$ cat src/rtl/crossbar_3x3.sv
`default_nettype none
// ============================================================================
//  Module      : crossbar_3x3
//  Description : Registered 3-in / 3-out byte crossbar. Each output picks one
//                input through a 2-bit field of the select word. Only
//                one-to-one routings (permutations) are legal; an illegal
//                word zeroes every lane and clears valid.
//  Revision    : 1.0 - initial release
// ============================================================================
module crossbar_3x3 #(
  parameter int WIDTH = 8
) (
  input  logic             clk,
  input  logic             rst,
  input  logic [WIDTH-1:0] in0,
  input  logic [WIDTH-1:0] in1,
  input  logic [WIDTH-1:0] in2,
  input  logic [5:0]       select,
  output logic [WIDTH-1:0] out0,
  output logic [WIDTH-1:0] out1,
  output logic [WIDTH-1:0] out2,
  output logic             valid
);

  localparam logic [1:0] C_SRC_ILLEGAL = 2'd3;

  logic [1:0]       w_s0;
  logic [1:0]       w_s1;
  logic [1:0]       w_s2;
  logic             w_in_range;
  logic             w_distinct;
  logic             w_legal;
  logic [WIDTH-1:0] w_mux0;
  logic [WIDTH-1:0] w_mux1;
  logic [WIDTH-1:0] w_mux2;

  logic [WIDTH-1:0] r_out0;
  logic [WIDTH-1:0] r_out1;
  logic [WIDTH-1:0] r_out2;
  logic             r_valid;

  assign w_s0 = select[1:0];
  assign w_s1 = select[3:2];
  assign w_s2 = select[5:4];

  // Legality depends only on the select word: every field in 0..2 and no two equal.
  always_comb begin
    w_in_range = (w_s0 != C_SRC_ILLEGAL) && (w_s1 != C_SRC_ILLEGAL) &&
                 (w_s2 != C_SRC_ILLEGAL);
    w_distinct = (w_s0 != w_s1) && (w_s0 != w_s2) && (w_s1 != w_s2);
    w_legal    = w_in_range && w_distinct;
  end

  // Per-lane source mux; illegal words force every lane to zero.
  always_comb begin
    w_mux0 = '0;
    w_mux1 = '0;
    w_mux2 = '0;
    if (w_legal) begin
      case (w_s0)
        2'd0:    w_mux0 = in0;
        2'd1:    w_mux0 = in1;
        2'd2:    w_mux0 = in2;
        default: w_mux0 = '0;
      endcase
      case (w_s1)
        2'd0:    w_mux1 = in0;
        2'd1:    w_mux1 = in1;
        2'd2:    w_mux1 = in2;
        default: w_mux1 = '0;
      endcase
      case (w_s2)
        2'd0:    w_mux2 = in0;
        2'd1:    w_mux2 = in1;
        2'd2:    w_mux2 = in2;
        default: w_mux2 = '0;
      endcase
    end
  end

  // Single output register stage; reset takes priority over the data path.
  always_ff @(posedge clk) begin
    if (rst) begin
      r_out0  <= '0;
      r_out1  <= '0;
      r_out2  <= '0;
      r_valid <= 1'b0;
    end else begin
      r_out0  <= w_mux0;
      r_out1  <= w_mux1;
      r_out2  <= w_mux2;
      r_valid <= w_legal;
    end
  end

  assign out0  = r_out0;
  assign out1  = r_out1;
  assign out2  = r_out2;
  assign valid = r_valid;

endmodule
`default_nettype wire

$ cat config.mk
export PLATFORM = sky130hd
export DESIGN_NAME = crossbar_3x3
export DESIGN_NICKNAME = d
export VERILOG_FILES = /design/src/rtl/crossbar_3x3.sv
export SDC_FILE = /design/constraint.sdc
export NUM_CORES = 1
export LEC_CHECK = 0
export ABC_AREA = 1
export BUFFER_PORTS_ARGS = -buffer_cell sky130_fd_sc_hd__buf_2
export CAP_MARGIN = 20
export CORE_AREA = 2 2 63 65
export DETAILED_ROUTE_END_ITERATION = 8
export DIE_AREA = 0 0 65 67
export HOLD_SLACK_MARGIN = 0.03
export PLACE_DENSITY = 0.77
export SLEW_MARGIN = 40
export SYNTH_ARGS = -nofsm -noshare
export SYNTH_HDL_FRONTEND = slang
export SYNTH_SLANG_ARGS = --single-unit
$ cat constraint.sdc
create_clock -name clk -period 1.45 [get_ports clk]
set_clock_uncertainty 0.15 [all_clocks]
set_input_delay 0.2175 -clock clk [delete_from_list [all_inputs] [get_ports clk]]
set_output_delay 0.2175 -clock clk [all_outputs]
set_load 0.05 [all_outputs]
==> impl_metrics.ini, run 1 <==
[sta]
drv_slew = 0
fmax_mhz = 835
slew_headroom_pct = 75.4
setup_viol = 0
worst_slew_pin_slew_ns = 0.369
hold_viol_final = 0
fin_crit_ns = 1.20
finalSetupTns_ns = 0
rsz0062_at_grt = false
min_period_over_period_pct = 82.6

[worst_setup_path]
start_kind = flop
crit_chain = buf_2
crit_buf_inv = 1
critPathArrivalTime_ns = 0.83
cp.required_ns = 1.08
max_stage_delay_ns = 0.32
cp_max_fo = 1
cp-end-kind = output pin
critPathSlowestCell = dfxtp_1
crit_family = flip-flops
crit_type = reg -> out

[logic_synthesis]
syn_nets = 261
syn_avg_cell_area_sq_um = 6.82
yosys_most_used_dff = dfxtp_1
ys_warn_count = 0
synth-seq-area-share_pct = 32.0
yosysTopAreaCell = dfxtp_1
yosysMostFrequentCell = nor2_1
yosysTopAreaCellShare_pct = 32.0
synthTopCellsByCount = 49 x nor2_1, 48 x nand3_1, 46 x nand2_1
synth.area.top_cells = dfxtp_1 32%, nand3_1 15%, nor3_2 12%
synth_seq_cells = 25
synth_cells = 229
netlist_area_sq_mm = 0.00156
synth_cell_types = 15
async_reset_ff_share_pct = 0
synth_edf_count = 0

[cells_and_area]
fin_util_pct = 53.2
area_delta_synth_final_pct = 22.8
fillerInstances = 363
drive_above_1_share_pct = 35.5
fin_nets = 320
antenna_cells = 0
fin_area_sq_mm = 0.00192

[routing]
drtPass1Iterations = 4
initialDrtViolationCount = 110
drc = 0
via_count = 1605
wire_per_inst_microns = 11.2
ant_nets = 0
routed_wl_mm = 3.74
via_per_inst = 4.79

[global_route]
grt_overflow = 0
antenna_found_initial = 0
grt_pass1_wl_mm = 6.21
grt_usage_pct = 18.3
first_global_vias = 1375
grt_max_degree = 26

[clock_network]
cts_resized = 0
root_buffer = clkbuf_8
cts.sinks = 25
cts_buffer_depth = 2
path_clk_slew_ns = 0.08
post_cts_buffers = 0
cts.htree.levels = 1
cts-buffers-inserted = 3
holdBufCountCts = 0
cts_tree = built

[place]
dpl.hpwl_mm = 3.02
dpl_cell_area_sq_mm = 0.00187
port_buffers = 56
gp_congestion = 0.926

[die]
io_pins = 57
die_x_microns = 65
die-area_sq_mm = 0.00436
die_h_microns = 67
rows = 22
core_sq_mm = 0.00361
initial_core_util_pct = 43.3

[run]
maxCapViolCount = 0

[status]
status = finished, final reports clean

[power_and_ir_drop]
leakage_nw = 1.01
ir_worst_vdd_uv = 371
power_density_mw_per_mm2 = 820
finalPower_mw = 1.57

[worst_hold_path]
holdCritPathClass = in -> reg
[layout by cell type, fill, tap and decap left out]
master    synthesis  routed
buf_12            0       1
inv_1            10      10
nor3_1            5       5
nor2_1           49      49
nand2_4           1       1
nor3_2           19      19
buf_4             2      11
nor2_4            1       1
dfxtp_1          25      25
nand2_1          46      46
clkbuf_8          0       3
clkbuf_1          0       1
inv_2             5       5
xnor2_1           1       1
nand3_1          48      48
nand2_2           5       5
buf_2             3      56
[layout make-up]
cell class	instances	area [sq um]	share of cell area, %
multi-input cells	175	875	45.6
flip-flops and latches	25	500	26.1
repair buffers	68	383	19.9
well taps	48	60.1	3.13
inverters	15	56.3	2.93
clock buffers	4	45.0	2.35
[flip-flops by register name, indices dropped and copies added, names as in the netlist]
signal and flops:
out1 8, valid 1, out0 8, out2 8
[through the flow]
stage          worst slack [ns]  cells  hold slack [ns]
3_3_place_gp              0.116    331            0.498
3_5_place_dp             0.0636    331            0.497
4_1_cts                   0.244    335            0.218
2_1_floorplan             0.271    229            0.341
6_report                  0.252    335            0.218
5_1_grt                   0.210    335            0.251
[layer usage]
layer / share of wire (%) / track usage (%) / up-vias
li1: - / - / 848
met1: 46 / 25.0 / 680
met3: 7.2 / 1.69 / 5
met2: 46 / 30.0 / 72
met5: 0 / 0 / -
met4: 1.4 / 6.38 / 0
[power by group]
| part | switching (mW) | leakage (nW) | total (mW) | internal [mW] |
|---|---|---|---|---|
| combinational | 0.328 | 0.786 | 0.480 | 0.152 |
| sequential | 0.00427 | 0.203 | 0.713 | 0.709 |
| clock | 0.186 | 0.0228 | 0.381 | 0.196 |
[final timing paths]
path / startpoint / endpoint / cells past startpoint
min: in2[4] / out0[4]$_SDFF_PP0_ / 5
max: out0[5]$_SDFF_PP0_ / out0[5] / 1
[logic make-up (layout without fill, tap and decap cells)]
group	Yosys count	after routing	share of synthesized area, %
buf+inv	29	87	12.0
simple gates	174	174	55.4
flops	25	25	32.0
xor+xnor	1	1	0.561
(Power assumes the default switching activity.)
==> inputs of run 2 (changes only) <==
Settings changed: PLACE_DENSITY 0.77 to 0.79.
Clock period 1.45 ns to 1.1 ns, I/O delays scaled along.
==> run 2 against run 1 <==
  * Cell area grew 10%
  * Wire length grew 4.8%
  * Count of clock-buffer cells in the layout is the same
  * Critical path depth is the same
  * Clock power grew 31%
  * Critical path type unchanged
  * Largest power group unchanged
==> impl_metrics.ini, run 2 (same netlist as run 1, synthesis figures left out) <==
[status]
status = finished, final reports clean

[power_and_ir_drop]
sw_frac_of_total_pct = 32.6
p_switching_mw = 0.699
power_density_mw_per_mm2 = 1010
pwr-share-clk_pct = 23.4
leakage_nw = 1.06
intPower_mw = 1.44
ir_worst_vdd_uv = 537
combinationalPowerShare_pct = 32.4
finalPower_mw = 2.14
seq_power_share_pct = 44.2

[worst_setup_path]
max_stage_delay_ns = 0.32
critPathArrivalTime_ns = 0.75
cp-end-kind = output pin
cp.required_ns = 0.78
cp_max_fo = 1
crit_buf_inv = 1
crit_chain = buf_4
critPathSlowestCell = dfxtp_1
start_kind = flop
crit_type = reg -> out
crit_family = flip-flops

[clock_network]
path_clk_slew_ns = 0.08
post_cts_buffers = 0
root_buffer = clkbuf_8
cts.sinks = 25
holdBufCountCts = 0
cts-buffers-inserted = 3
cts_buffer_depth = 2
cts.htree.levels = 1
cts_tree = built

[die]
die_h_microns = 67
rows = 22
initial_core_util_pct = 43.3
die_x_microns = 65
core_sq_mm = 0.00361
io_pins = 57
die-area_sq_mm = 0.00436

[cells_and_area]
final_cell_mix = 49 x nor2_1, 48 x nand3_1, 43 x nand2_1
antenna_cells = 0
area_delta_synth_final_pct = 35.3
drive_above_1_share_pct = 39.3
final_common_cell = nor2_1
fin_nets = 328
fin_area_sq_mm = 0.00211
fillerInstances = 339

[run]
maxCapViolCount = 0

[sta]
min_period_over_period_pct = 97.0
fmax_mhz = 937
fin_crit_ns = 1.07
slew_headroom_pct = 80.5
fin_ws_ns = 0.0329
rsz0062_at_grt = false
hold_viol_final = 0
setup_viol = 0
finalSetupTns_ns = 0
drv_slew = 0
worst_slew_pin_slew_ns = 0.291
hold_ws_ns = 0.160

[routing]
initialDrtViolationCount = 68
wire_per_inst_microns = 11.4
routed_wl_mm = 3.92
ant_nets = 0
via_per_inst = 4.79
drtPass1Iterations = 4
via_count = 1643
drc = 0

[global_route]
first_global_vias = 1510
grt_busiest_layer = met2
grt_overflow = 0
grt_usage_pct = 18.8
use_met2_pct = 32.1
grt.met1_usage_pct = 23.6
antenna_found_initial = 0
grt_max_degree = 26
use_met3_pct = 2.03
grt_pass1_wl_mm = 6.46

[place]
port_buffers = 56
dp_slack_ns = -0.198
dpl.hpwl_mm = 3.15
gp_congestion = 0.962
dpl_cell_area_sq_mm = 0.00194

[worst_hold_path]
worstHoldStart = in2[3]
worstHoldPathCells = 5
holdPathEnd = out0[3]$_SDFF_PP0_
holdCritPathClass = in -> reg
[run 2: cell count changes in the layout (fill, tap and decap cells not counted)]
cell     before  now
buf_4        11   30
nand2_8       0    1
nand2_1      46   43
nand2_2       5    8
dfxtp_1      25   22
buf_6         0   14
buf_2        56   31
nand2_4       1    0
dfxtp_2       0    3
[run 2: per-layer routing]
| metal | up-vias | routed length [microns] |
|---|---|---|
| met1 | 683 | 1710 |
| met3 | 8 | 271 |
| met4 | 0 | 91 |
| li1 | 864 | - |
| met5 | - | 0 |
| met2 | 88 | 1860 |
[run 2: final cells by class]
cell class / count / area [sq um] / area share [%]
Tap cell: 48 / 60.1 / 2.84
Sequential cell: 25 / 504 / 23.8
Timing Repair Buffer: 76 / 558 / 26.4
Multi-Input combinational cell: 175 / 891 / 42.1
Inverter: 15 / 56.3 / 2.66
Clock buffer: 4 / 45.0 / 2.13
[run 2: power groups by stage]
stage	Combinational, mW	Sequential, mW	Clock [mW]
6_report	0.693	0.945	0.501
4_1_cts	0.673	0.941	0.509
2_1_floorplan	0.372	1.07	0
3_3_place_gp	0.648	0.961	0
5_1_grt	0.754	0.949	0.567
3_5_place_dp	0.656	0.961	0
[run 2: how the worst max path moves through the flow]
| stage | cells past startpoint | endpoint | slack (ns) | startpoint |
|---|---|---|---|---|
| floorplan | 8 | out1[0]$_SDFF_PP0_ | 0.008 | select[2] |
| detailed placement | 7 | out2[7]$_SDFF_PP0_ | -0.20 | select[4] |
| global route | 1 | valid | 0.0002 | valid$_SDFF_PP0_ |
| global placement | 7 | out2[0]$_SDFF_PP0_ | -0.15 | select[0] |
| CTS | 1 | out0[5] | 0.02 | out0[5]$_SDFF_PP0_ |
| finish | 1 | out2[1] | 0.03 | out2[1]$_SDFF_PP0_ |
[run 2: repair_timing]
item | 4_1_cts | 5_1_grt
resized for setup | 25 | 19
endpoints found under the setup margin | 25 | 21
endpoints found under the hold margin | 0 | 0
[run 2: through the flow]
| stage | util (%) | std cells |
|---|---|---|
| floorplan | - | 229 |
| global placement | 53.8 | 339 |
| detailed placement | 53.8 | 339 |
| CTS | 56.8 | 343 |
| global route | 58.6 | 343 |
| finish | 58.6 | 343 |
